<file path="config.mk">
export PLATFORM = sky130hd
export DESIGN_NAME = registro_resultado_flat
export DESIGN_NICKNAME = d
export VERILOG_FILES = /design/src/rtl/registro_resultado_if.sv /design/src/rtl/registro_resultado.sv /design/src/flat_wrapper.sv
export SDC_FILE = /design/constraint.sdc
export NUM_CORES = 1
export LEC_CHECK = 0
export ABC_AREA = 1
export BUFFER_PORTS_ARGS = -buffer_cell sky130_fd_sc_hd__buf_4
export CORE_MARGIN = 3
export CORE_UTILIZATION = 60
export CTS_BUF_LIST = sky130_fd_sc_hd__clkbuf_4
export CTS_CLUSTER_DIAMETER = 120
export DETAILED_ROUTE_END_ITERATION = 8
export PLACE_DENSITY = 0.87
export SYNTH_ARGS = -nofsm -noshare
export SYNTH_HDL_FRONTEND = slang
export SYNTH_SLANG_ARGS = --single-unit
export TNS_END_PERCENT = 100
</file>
<file path="constraint.sdc">
create_clock -name clk -period 3.6 [get_ports clk]
set_input_delay 0.18 -clock clk [delete_from_list [all_inputs] [get_ports clk]]
set_output_delay 0.18 -clock clk [all_outputs]
set_load 0.01 [all_outputs]
</file>
<file path="src/rtl/registro_resultado_if.sv">
// Valid/ready handshake bundle between the adder, the result register stage
// and the downstream consumer.
interface registro_resultado_if #(
    parameter int N = 4
);
    logic         in_valid;
    logic         in_ready;
    logic [N-1:0] in_c;
    logic [3:0]   in_banderas;
    logic         out_valid;
    logic         out_ready;
    logic [N-1:0] out_c;
    logic [3:0]   out_banderas;

    modport slave (
        input  in_valid, in_c, in_banderas, out_ready,
        output in_ready, out_valid, out_c, out_banderas
    );

    modport master (
        output in_valid, in_c, in_banderas, out_ready,
        input  in_ready, out_valid, out_c, out_banderas
    );
endinterface

</file>
<file path="src/rtl/registro_resultado.sv">
// Registered output stage behind the adder: 2-entry skid buffer carrying the
// result and flags, plus sticky flags and saturating event counters.
module registro_resultado #(
    parameter int N     = 4,
    parameter int CNT_W = 8
) (
    input  logic             clk,
    input  logic             rst_n,
    registro_resultado_if.slave bus,
    input  logic             clr,
    output logic [3:0]       sticky,
    output logic [CNT_W-1:0] count_ops,
    output logic [CNT_W-1:0] count_carry
);

    typedef enum logic [1:0] {
        EMPTY = 2'd0,
        ONE   = 2'd1,
        FULL  = 2'd2
    } state_t;

    state_t       state;
    logic [N-1:0] head_c, tail_c;
    logic [3:0]   head_b, tail_b;
    logic         in_ready_q, out_valid_q;
    logic         in_fire, out_fire;

    assign in_fire          = bus.in_valid & in_ready_q;
    assign out_fire         = out_valid_q & bus.out_ready;
    assign bus.in_ready     = in_ready_q;
    assign bus.out_valid    = out_valid_q;
    assign bus.out_c        = head_c;
    assign bus.out_banderas = head_b;

    // The head register drives out_* directly, so it only changes on a pop or
    // on a load into an empty/draining slot -- never while stalled.
    always_ff @(posedge clk or negedge rst_n) begin
        if (!rst_n) begin
            state       <= EMPTY;
            in_ready_q  <= 1'b0;
            out_valid_q <= 1'b0;
            // NOTE: both entries are cleared so no stale result can surface after reset.
            head_c      <= '0;
            head_b      <= '0;
            tail_c      <= '0;
            tail_b      <= '0;
        end else begin
            // NOTE: non-blocking so every register sees pre-edge values of its peers.
            case (state)
                EMPTY: begin
                    in_ready_q <= 1'b1;
                    if (in_fire) begin
                        head_c      <= bus.in_c;
                        head_b      <= bus.in_banderas;
                        out_valid_q <= 1'b1;
                        state       <= ONE;
                    end
                end
                ONE: begin
                    case ({in_fire, out_fire})
                        2'b10: begin
                            tail_c     <= bus.in_c;
                            tail_b     <= bus.in_banderas;
                            in_ready_q <= 1'b0;
                            state      <= FULL;
                        end
                        2'b01: begin
                            out_valid_q <= 1'b0;
                            state       <= EMPTY;
                        end
                        2'b11: begin
                            head_c <= bus.in_c;
                            head_b <= bus.in_banderas;
                        end
                        default: ;
                    endcase
                end
                FULL: begin
                    if (out_fire) begin
                        head_c     <= tail_c;
                        head_b     <= tail_b;
                        in_ready_q <= 1'b1;
                        state      <= ONE;
                    end
                end
                default: begin
                    out_valid_q <= 1'b0;
                    in_ready_q  <= 1'b1;
                    state       <= EMPTY;
                end
            endcase
        end
    end

    // A clear coinciding with an accept restarts accumulation from that entry.
    always_ff @(posedge clk or negedge rst_n) begin
        if (!rst_n) begin
            sticky      <= '0;
            count_ops   <= '0;
            count_carry <= '0;
        end else if (clr) begin
            if (in_fire) begin
                sticky      <= bus.in_banderas;
                count_ops   <= CNT_W'(1);
                count_carry <= CNT_W'(bus.in_banderas[1]);
            end else begin
                sticky      <= '0;
                count_ops   <= '0;
                count_carry <= '0;
            end
        end else if (in_fire) begin
            sticky <= sticky | bus.in_banderas;
            if (count_ops != '1)
                count_ops <= count_ops + CNT_W'(1);
            if (bus.in_banderas[1] && (count_carry != '1))
                count_carry <= count_carry + CNT_W'(1);
        end
    end

endmodule

</file>
<file path="src/flat_wrapper.sv">
// flat-port wrapper written by rule: the top's interface ports become plain ports
module registro_resultado_flat 
#(
    parameter int N     = 4,
    parameter int CNT_W = 8
)
  (clk, rst_n, clr, sticky, count_ops, count_carry, bus_in_valid, bus_in_c, bus_in_banderas, bus_out_ready, bus_in_ready, bus_out_valid, bus_out_c, bus_out_banderas);
  registro_resultado_if #(.N(N)) bus_i ();
  input  logic clk;
  input  logic rst_n;
  input  logic clr;
  output logic [3:0] sticky;
  output logic [CNT_W-1:0] count_ops;
  output logic [CNT_W-1:0] count_carry;
  input wire logic [$bits(bus_i.in_valid)-1:0] bus_in_valid;
  input wire logic [$bits(bus_i.in_c)-1:0] bus_in_c;
  input wire logic [$bits(bus_i.in_banderas)-1:0] bus_in_banderas;
  input wire logic [$bits(bus_i.out_ready)-1:0] bus_out_ready;
  output wire logic [$bits(bus_i.in_ready)-1:0] bus_in_ready;
  output wire logic [$bits(bus_i.out_valid)-1:0] bus_out_valid;
  output wire logic [$bits(bus_i.out_c)-1:0] bus_out_c;
  output wire logic [$bits(bus_i.out_banderas)-1:0] bus_out_banderas;
  assign bus_i.in_valid = bus_in_valid;
  assign bus_i.in_c = bus_in_c;
  assign bus_i.in_banderas = bus_in_banderas;
  assign bus_i.out_ready = bus_out_ready;
  assign bus_in_ready = bus_i.in_ready;
  assign bus_out_valid = bus_i.out_valid;
  assign bus_out_c = bus_i.out_c;
  assign bus_out_banderas = bus_i.out_banderas;
  registro_resultado #(.N(N), .CNT_W(CNT_W)) u_core (.clk(clk), .rst_n(rst_n), .bus(bus_i), .clr(clr), .sticky(sticky), .count_ops(count_ops), .count_carry(count_carry));
endmodule
</file>
=== Word level (Yosys, flattened, before mapping) ===
Index checks and enable logic that the tools add are counted.

* $add $sub $neg: 2
* Equal/unequal tests: 13
* Mux-type cells: 29
* Bitwise gates (word level): 4
* Reduce and logical (&&, ||, !) cells: 13

{| class="wikitable"
|+ Operators with widths
! kind !! number
|-
| $mux W8 || 6
|-
| $mux W4 || 9
|-
| $pmux W4 S3 || 2
|-
| $add A8 B1 Y8 const B || 2
|-
| $ne A8 B8 Y1 const B || 2
|-
| $reduce_and A2 Y1 || 4
|-
| $eq A2 B2 Y1 const B || 3
|-
| $mux W1 || 6
|-
| $ne A2 B1 Y1 const B || 3
|-
| $pmux W2 S3 || 1
|-
| $reduce_and A3 Y1 || 2
|-
| $reduce_bool A2 Y1 || 3
|-
| $eq A2 B1 Y1 const B || 2
|-
| $mux W2 || 2
|-
| $ne A2 B2 Y1 const B || 2
|-
| $or A4 B4 Y4 || 1
|-
| $pmux W2 S2 || 1
|-
| $reduce_and A4 Y1 || 1
|-
| $ne A3 B2 Y1 const B || 1
|-
| $pmux W1 S3 || 1
|-
| $reduce_bool A3 Y1 || 1
|-
| $and A1 B1 Y1 || 2
|-
| $logic_not A2 Y1 || 1
|-
| $pmux W1 S2 || 1
|-
| 2 further kinds || 2
|}

* Register bits: 40
* Input port bits: 13
* Output and inout bits: 30
* Word-level logic and storage cells: 71

=== Longest topological paths before layout ===
Gate-level depths: netlist of run 1.

* Depth after elaboration: 5
* Mapped depth: 9
* Mapped depth without buffers: 9

=== Worst setup path after synthesis of run 1 ===
OpenSTA, ideal clock, no wires.

* Path type: register to register
* Start point: reg u_core.count_carry[0]
* End point: reg u_core.count_carry[3]
* Library setup time: 0.065 ns
* Data arrival time: 1.233 ns
* Setup slack: 2.302 ns
* Stages on the path, launching flop included: 10
* Clock period less this slack: 1.298 ns
* Cells stage by stage: dfrtp_1 > ha_1 > nand2_1 > nor2_1 > nand2_1 > nand2_1 > nand2_2 > inv_2 > nand2_1 > nand2_1

* Longest elaborated chain between the ends: 4

{| class="wikitable"
|+ Ends and longest elaborated chain
! element !! line !! text
|-
| start: declaration || registro_resultado.sv:13 || <nowiki>output logic [CNT_W-1:0] count_carry</nowiki>
|-
| start signal: assignment || registro_resultado.sv:105 || <nowiki>count_carry <= CNT_W'(bus.in_banderas[1]);</nowiki>
|-
| start signal: assignment || registro_resultado.sv:116 || <nowiki>count_carry <= count_carry + CNT_W'(1);</nowiki>
|-
| $add A8 B1 Y8 or $ne A8 B8 Y1 (tied branches) || registro_resultado.sv:116, registro_resultado.sv:115 ||
|-
| $mux W8 or $logic_and A1 B1 Y1 (tied branches) || registro_resultado.sv:115 || <nowiki>if (bus.in_banderas[1] && (count_carry != '1))</nowiki>
|-
| $mux W8 or $reduce_bool A2 Y1 (tied branches) || n/a ||
|-
| $mux W8 or $reduce_and A2 Y1 (tied branches) || n/a ||
|}

Parallel ways exist; a longest one is shown, timed or not. The select of a mux whose other input is x is not followed.
A chain may end at the register's enable or synchronous reset.

=== Worst setup path in the final report of run 1 ===
* Start point: reg u_core.count_carry[0]
* End point: reg u_core.count_carry[4]

Same word-level chain as after synthesis.

==> run metrics, run 1 <==
status finished clean; Yosys reg bits 40; worst path arrival time 1.73 ns; Post-layout nets 320; Longest Clk Path Bufs 2; DP Cell Count 341; Rows 20; post-route cell area 2470 um2; worst setup path end u_core.count_carry[4]$_DFFE_PN0P_; RR Startpoint u_core.count_carry[0]$_DFFE_PN0P_; Layout area overhead 20.9%; fin crit period 1.47 ns; initial antenna violation count 0; DR pass1 iterations 4; unrepaired setup endpoints after global routing no; peak supply drop 449 uV; GRT overflow 0; Final Hold Viols 0; die area 4140 um2; share of cells above drive strength 1 22.5%; Max Fclk 682 MHz; Hold Crit Class input pin to flip-flop; Slew Limit Fails 0; DRT iter0 DRCs 160; EDFF count, synth 0; period utilization 40.7%; dominant cell by count in the synthesized netlist nand2_1; clock skew 0.00506 ns; Port Buffers 42; Final Setup Violations 0; register area share after synthesis 49.0%; Yosys top cell by area dfrtp_1; Syn Inst Count 259; PostCTS Resize Cnt 0; via count 1801; pwr/cell area 626 nW/um2; Critical Path Sink Type flip-flop; Synth Warn # 0; FILL cells 244; R2R setup slack 2.13 ns; Mean Syn Cell Area 7.89 um2; number of unique standard cell types used by synthesis 27; Die Wd 64.4 um; fraction of registers with async set/reset 100%; r2r worst-path depth 7; Setup TNS 0 ns; largest net degree at the start of global routing 41; Inserted Clock Buffers 5; mapped cell area 2040 um2; Syn Nets 274; CTS tree done; io pins 43; vias in the first global route 1693; Initial Util 64.8%; core box area 3150 um2; commonest cells in the netlist 84 x nand2_1, 40 x dfrtp_1, 29 x nor2_1, 23 x inv_1, 11 x o21ai_0; Max Cap Viol 0; Worst-Margin Slew 0.496 ns; dpl cell area 2380 um2; Slew headroom 66.9%; LEAKAGE 1.25 nW; gr usage total 23.0%; CTS Sinks 40; final design utilization 78.3%; antenna cells 0; largest cells by area after synthesis dfrtp_1 49%, nand2_1 15%, nor2_1 5.3%; fin cells 350; CTS root buf clkbuf_4; chip height 64.4 um; hpwl dp 2.96 mm; Startpoint Class flip-flop; CP max FO 6; worst reg2reg endpoint u_core.count_carry[4]$_DFFE_PN0P_; CP Class flip-flop to flip-flop; drt drc 0; Clock transition at path regs 0.12 ns; Final GP Congestion 0.904; area fraction of the dominant cell type after synthesis 49.0%; FF/Latch Area 1000 um2; first-pass GRT wire length 7.49 mm; CP startpoint u_core.count_carry[0]$_DFFE_PN0P_; top_reg_cell synth dfrtp_1; ANT nets after route 0; Worst Path Required 3.87 ns; routed length per placed instance 12.3 um; clock latency on the worst-skew pair 0.35 ns; number of vias per cell 5.15; Multi-input gate area 903 um2; H-tree depth 2; routed wire length 4.30 mm
[kinds of logic after synthesis]
family | Yosys count | share of synthesized area [%]
AND/OR/NAND/NOR | 139 | 29.1
AO/OA/AOI/OAI | 43 | 12.6
flip-flops | 40 | 49.0
buffers and inverters | 32 | 6.80
XOR/XNOR | 3 | 1.29
adder cells (fa/ha/maj) | 2 | 1.22
[how the worst min path moves through the flow]
stage                 from                               to  slack [ns]  cells after the start
2_1_floorplan        rst_n  u_core.bus.in_ready$_DFFE_PN0P_       -0.12                      0
3_3_place_gp         rst_n  u_core.count_ops[6]$_DFFE_PN0P_        0.18                      1
3_5_place_dp         rst_n  u_core.count_ops[3]$_DFFE_PN0P_        0.18                      1
4_1_cts        bus_in_c[3]     u_core.tail_c[3]$_DFFE_PN0P_        0.07                      3
5_1_grt        bus_in_c[3]     u_core.tail_c[3]$_DFFE_PN0P_        0.08                      3
6_report       bus_in_c[3]     u_core.tail_c[3]$_DFFE_PN0P_        0.08                      3
[critical path, cell delays in order (launching register included)]
cell	delay [ns]
dfrtp_1	0.46
ha_1	0.22
nand2_1	0.10
nor2_1	0.14
nand2_1	0.08
nand2_1	0.07
nand2_2	0.08
o21ai_0	0.23
[cell usage in the layout (no fill, tap or decap), types with 3 or more instances in the layout]
cell type	n
dfrtp_1	40
a21oi_1	8
o21ai_1	9
nand4_1	3
o21ai_0	11
nor2_2	4
nand3_1	10
buf_4	42
nor2_1	29
nand2_1	84
nand2_2	3
o21a_1	8
xor2_1	3
inv_1	23
clkbuf_4	6
inv_2	5
[per-stage QoR]
step / setup WS (ns) / hold slack, ns / power [mW]
2_1_floorplan: 2.30 / -0.116 / 1.04
3_3_place_gp: 2.19 / 0.179 / 1.23
3_5_place_dp: 2.15 / 0.184 / 1.25
4_1_cts: 2.13 / 0.0738 / 1.55
5_1_grt: 1.98 / 0.0820 / 1.65
6_report: 2.13 / 0.0806 / 1.55
[state kept, by name, summed over array words and instances (netlist names)]
signal / count
u_core.tail_b: 4
u_core.bus.out_c: 4
u_core.state: 2
u_core.count_carry: 8
u_core.bus.out_valid: 1
u_core.count_ops: 8
u_core.tail_c: 4
u_core.bus.out_banderas: 4
u_core.sticky: 4
u_core.bus.in_ready: 1
[final cells by class]
| class | count | share of cell area (%) |
|---|---|---|
| clock buffers | 6 | 1.82 |
| clock inverters | 2 | 1.42 |
| inverters | 28 | 4.26 |
| multi-input cells | 187 | 36.6 |
| flip-flops and latches | 40 | 40.5 |
| well taps | 44 | 2.23 |
| repair buffers | 43 | 13.2 |
[per-layer routing]
metal | global-route usage (%) | part of all wire [%] | vias to the layer above
li1 | - | - | 907
met1 | 28.6 | 45 | 845
met2 | 39.2 | 48 | 42
met3 | 5.80 | 5.2 | 7
met4 | 7.39 | 1.3 | 0
met5 | 0 | 0 | -
[power breakdown]
group / internal (mW) / switching, mW
registers: 0.584 / 0.102
clock network: 0.153 / 0.156
logic: 0.240 / 0.312
[what timing repair did]
item                                   4_1_cts  5_1_grt
endpoints found under the hold margin       40        0
hold buffers                                 1        0
setup buffers                                0        0
Note: power is estimated with default switching activity, not from simulation.
==> run 2: changes to the inputs <==
ABC_AREA = 0   (was 1)
CORE_UTILIZATION = 56   (was 60)
PLACE_DENSITY = 0.81   (was 0.87)
clock period = 1.45 ns   (was 3.6 ns; I/O delays follow)
==> run 2 against run 1 <==
Count of clock-buffer cells in the layout stayed put. Hold slack worse by 0.067 ns. Highest routed layer unchanged. Register-to-register slack worse by 2.2 ns. Critical endpoint is now u_core.bus.out_banderas[3]$_DFFE_PN0P_. The run now ends with negative setup slack left.
==> run metrics, run 2 <==
number of unique standard cell types used by synthesis 40; chip height 67.0 um; routed length per placed instance 22.5 um; Switch Pwr 1.79 mW; hpwl dp 3.63 mm; Most Crowded Layer GR met2; H-tree depth 2; largest net degree at the start of global routing 41; commonest non-fill, non-tap cell in the layout buf_4; CTS root buf clkbuf_4; Largest regs u_core.count_carry x8, u_core.count_ops x8; fin crit period 1.54 ns; clock latency on the worst-skew pair 0.37 ns; EDFF count, synth 0; dpl cell area 2720 um2; period utilization 106%; routing usage on met2 49.9%; part of the power in registers 35.2%; area fraction of the dominant cell type after synthesis 48.1%; drt drc 0; DRT iter0 DRCs 264; Slew Limit Fails 0; share of cells above drive strength 1 54.3%; Worst-Margin Slew 0.502 ns; mapped cell area 2080 um2; dominant cell by count in the synthesized netlist dfrtp_1; initial antenna violation count 0; XOR/XNOR share of the synthesized area 0%; largest cells by area after synthesis dfrtp_1 48%, mux2_2 16%, nor2b_1 3.3%; Clk pwr share 15.1%; Slew headroom 66.6%; worst hold stages 2; status finished with violations; Mean Syn Cell Area 11.0 um2; Synth Area in Compound Gates 12.9%; Max Cap Viol 0; Port Buffers 42; die area 4490 um2; met3 usage 6.41%; Comb pwr share 49.7%; met1 layer usage reported by global route 33.0%; io pins 43; Place WS -0.0734 ns; DP Cell Count 298; vias in the first global route 1956; Syn Nets 205; CP max FO 5; Hold Crit Class input pin to flip-flop; ANT nets after route 0; worst path arrival time 1.81 ns; Rows 21; commonest cells in the netlist 40 x dfrtp_1, 29 x mux2_2, 11 x nand2_1, 11 x nor2b_1; setup ws final -0.0897 ns; Hold WS 0.0138 ns; Layout area overhead 51.3%; Post-layout nets 292; routed wire length 7.29 mm; Longest Clk Path Bufs 2; Syn Inst Count 190; register area share after synthesis 48.1%; CTS tree done; FILL cells 133; CP Class flip-flop to flip-flop; largest family of logic cells by synthesized area simple AND/OR/NAND/NOR gates; top_reg_cell synth dfrtp_1; clock skew 0.00701 ns; via count 2077; Inserted Clock Buffers 5; gr usage total 28.9%; first-pass GRT wire length 9.45 mm; failing checks negative setup slack; pwr/cell area 1630 nW/um2; Worst Path Required 1.72 ns; most frequent cells in the layout 74 x buf_4, 33 x dfrtp_1, 28 x mux2_4, 10 x buf_6; Synth Warn # 0; Yosys reg bits 40; r2r worst-path depth 4; Clock transition at path regs 0.13 ns; fraction of registers with async set/reset 100%; mux cell area share after synthesis 16.6%; Yosys top cell by area dfrtp_1; Switching Fraction 34.8%; unrepaired setup endpoints after global routing yes; Final Hold Viols 0; Setup TNS -0.712 ns; GRT overflow 0; peak supply drop 1610 uV; core box area 3470 um2; Startpoint Class flip-flop; DR pass1 iterations 6; Initial Util 60.0%; post-route cell area 3150 um2; Final Setup Violations 19; Post-Synth Simple-Gate Area 17.1%; Max Fclk 649 MHz; fin cells 324; Final GP Congestion 0.810; antenna cells 0; number of vias per cell 6.41; CTS Sinks 40; area share of fa/ha/maj cells after synthesis 1.20%; Critical Path Sink Type flip-flop; Die Wd 67.0 um; LEAKAGE 1.47 nW; Pint 3.35 mW
run 2: stage by stage:
stage          power, mW  util (%)
3_5_place_dp        3.63      78.4
5_1_grt             5.33      90.8
4_1_cts             4.58      85.3
6_report            5.13      90.8
3_3_place_gp        3.50      78.4
2_1_floorplan       2.78         -
run 2: final cells by class:
class | instances | area (um2) | area share (%)
Clock buffer | 6 | 45.0 | 1.43
Clock inverter | 2 | 35.0 | 1.11
Inverter | 7 | 26.3 | 0.834
Multi-Input combinational cell | 131 | 1230 | 39.0
Sequential cell | 40 | 1010 | 32.0
Tap cell | 46 | 57.6 | 1.83
Timing Repair Buffer | 92 | 748 | 23.7
run 2: cell families (layout without fill, tap and decap cells):
| family | count (synthesis) | count (layout) |
|---|---|---|
| adder cells (fa/ha/maj) | 2 | 2 |
| buffers and inverters | 19 | 107 |
| AO/OA/AOI/OAI | 36 | 36 |
| AND/OR/NAND/NOR | 62 | 62 |
| multiplexers | 31 | 31 |
| flip-flops | 40 | 40 |
run 2: path summary, 6_finish.rpt:
check                                                            start                                      to  slack [ns]
worst max-delay path                       u_core.state[0]$_DFFE_PN0P_  u_core.bus.out_banderas[3]$_DFFE_PN0P_       -0.09
worst min-delay path                                bus_in_banderas[1]            u_core.tail_b[1]$_DFFE_PN0P_        0.01
worst max register to register             u_core.state[0]$_DFFE_PN0P_  u_core.bus.out_banderas[3]$_DFFE_PN0P_       -0.09
worst min register to register  u_core.bus.out_banderas[0]$_DFFE_PN0P_  u_core.bus.out_banderas[0]$_DFFE_PN0P_        0.54
max in group asynchronous                                        rst_n       u_core.count_carry[0]$_DFFE_PN0P_        0.87
min in group asynchronous                                        rst_n            u_core.tail_c[3]$_DFFE_PN0P_        0.20
run 2: critical path: stages, from the launching register on:
cell and delay (ns):
dfrtp_1 0.46, nor2b_2 0.22, buf_6 0.17, mux2_4 0.32, mux2_4 0.26
run 2: power groups by stage:
| stage | sequential, mW | combinational (mW) | clock, mW |
|---|---|---|---|
| 2_1_floorplan | 1.80 | 0.975 | 0 |
| 3_3_place_gp | 1.70 | 1.80 | 0 |
| 3_5_place_dp | 1.74 | 1.89 | 0 |
| 4_1_cts | 1.73 | 2.09 | 0.765 |
| 5_1_grt | 1.83 | 2.67 | 0.828 |
| 6_report | 1.81 | 2.55 | 0.775 |
run 2: per-layer routing:
metal / vias up / routed length [um]
li1: 866 / -
met1: 1015 / 2590
met2: 138 / 3740
met3: 58 / 497
met4: 0 / 464
met5: - / 0
run 2: repair_timing:
action,CTS,global route
setup buffers,4,6
hold buffers,8,0
gates resized for setup,15,39
cloned,0,0
pin swaps,4,5
setup endpoints to repair,23,27
hold endpoints to repair,50,0
==> run 3: changes to the inputs <==
HOLD_SLACK_MARGIN = 0.06   (was default)
clock period = 1.55 ns   (was 1.45 ns; I/O delays follow)
==> run 3 against run 2 <==
The flow still finishes with violations (negative setup slack). Setup slack better by 0.083 ns. Clock skew is 0.0045 ns higher. Flip-flop and latch count did not move. Critical path type unchanged. Total power fell by 19%. Maximum frequency shrank 1.1%. Utilization fell by 9.3 points.
==> run metrics, run 3 (same netlist as run 2, synthesis figures left out) <==
CP cell instances a21boi_4, o32ai_4, buf_12, mux2_4; number of vias per cell 5.98; Longest Clk Path Bufs 2; gr usage total 25.2%; Final GP Congestion 0.869; share of cells above drive strength 1 43.5%; R2R setup slack -0.006 ns; routed length per placed instance 17.0 um; Switching Fraction 32.8%; Inserted Clock Buffers 5; Rows 21; vias in the first global route 1812; CTS tree done; RR Startpoint u_core.state[0]$_DFFE_PN0P_; Pint 2.78 mW; Hold Crit Class input pin to flip-flop; commonest non-fill, non-tap cell in the layout buf_4; dpl cell area 2590 um2; H-tree depth 2; Initial Util 60.0%; Clk pwr share 16.1%; Slew Limit Fails 0; io pins 43; unrepaired setup endpoints after global routing yes; GRT overflow 0; CTS root buf clkbuf_4; chip height 67.0 um; worst path arrival time 1.79 ns; first-pass GRT wire length 8.47 mm; DR pass1 iterations 4; drt drc 0; Startpoint Class flip-flop; LEAKAGE 1.27 nW; Final Setup Violations 4; CTS Sinks 40; r2r worst-path depth 4; Max Fclk 642 MHz; antenna cells 0; core box area 3470 um2; pwr/cell area 1460 nW/um2; CP Class flip-flop to flip-flop; post-route cell area 2830 um2; Crit-path slowest cell dfrtp_1; Worst Min Path Start bus_out_ready; Final Hold Viols 0; Port Buffers 42; routed wire length 5.13 mm; die area 4490 um2; DRT iter0 DRCs 235; final design utilization 81.5%; Largest regs u_core.count_carry x8, u_core.count_ops x8; Clock transition at path regs 0.12 ns; largest net degree at the start of global routing 41; ANT nets after route 0; peak supply drop 1060 uV; worst hold stages 3; CP max FO 8; most frequent cells in the layout 59 x buf_4, 35 x dfrtp_1, 18 x mux2_2; hpwl dp 3.55 mm; via count 1799; Comb pwr share 44.2%; Slew headroom 67.3%; Max Cap Viol 0; Die Wd 67.0 um; Worst Path Required 1.78 ns; slowest stage delay, CP 0.44 ns; period utilization 100%; Critical Path Sink Type flip-flop; failing checks negative setup slack; clock latency on the worst-skew pair 0.35 ns; fin crit period 1.56 ns; CP startpoint u_core.state[0]$_DFFE_PN0P_; Switch Pwr 1.35 mW; Post-layout nets 269; initial antenna violation count 0; setup ws final -0.00646 ns; Layout area overhead 35.8%; clock skew 0.0115 ns; status finished with violations; Worst-Margin Slew 0.490 ns; Place WS -0.0267 ns; part of the power in registers 39.7%
## run 3: cell type report
type	count	area, um2
Clock buffer	5	37.5
Clock inverter	3	37.5
Fill cell	226	641
Inverter	7	26.3
Multi-Input combinational cell	131	1110
Sequential cell	40	1010
Tap cell	46	57.6
Timing Repair Buffer	69	553
## run 3: worst paths after layout
check	to
setup / recovery	u_core.bus.out_banderas[3]$_DFFE_PN0P_
hold / removal	u_core.bus.out_valid$_DFFE_PN0P_
setup reg to reg	u_core.bus.out_banderas[3]$_DFFE_PN0P_
hold reg to reg	u_core.tail_c[3]$_DFFE_PN0P_
max in group asynchronous	u_core.count_carry[1]$_DFFE_PN0P_
min in group asynchronous	u_core.bus.out_c[1]$_DFFE_PN0P_
## run 3: timing repair
item	in CTS	in global routing
gates cloned	0	0
pin swaps	1	4
hold endpoints to repair	52	0
hold buffers	9	0
gates resized for setup	5	11
setup endpoints to repair	12	16
buffers inserted	1	0
## run 3: power by group through the flow
stage	Clock (mW)	Sequential [mW]	Combinational (mW)
3_3_place_gp	0	1.60	1.58
2_1_floorplan	0	1.68	0.845
5_1_grt	0.715	1.68	1.98
4_1_cts	0.674	1.62	1.73
6_report	0.664	1.64	1.83
3_5_place_dp	0	1.64	1.65
## run 3: stage by stage
stage                     power [mW]  setup TNS (ns)  hold WS [ns]  instances
after floorplan                 2.53          -0.142        -0.218        190
after global placement          3.18               0        0.0743        283
after detailed placement        3.28         -0.0798        0.0770        283
after CTS                       4.02               0        0.0630        301
after global routing            4.37          -0.325        0.0990        301
final                           4.13         -0.0172        0.0695        301
## run 3: metal layers
layer  vias to the layer above  part of all wire, %  GRT usage, %
met5                         -                    0             0
met4                         0                  2.9          10.6
met3                        18                  5.0          4.72
met2                        68                   51          42.9
met1                       892                   41          31.2
li1                        821                    -             -
## run 3: critical path: cells and delay by family, from the launching register on
kind / cells / cell delay (ns)
compound gates: 2 / 0.52
buf+inv: 1 / 0.18
flops: 1 / 0.44
mux: 1 / 0.30
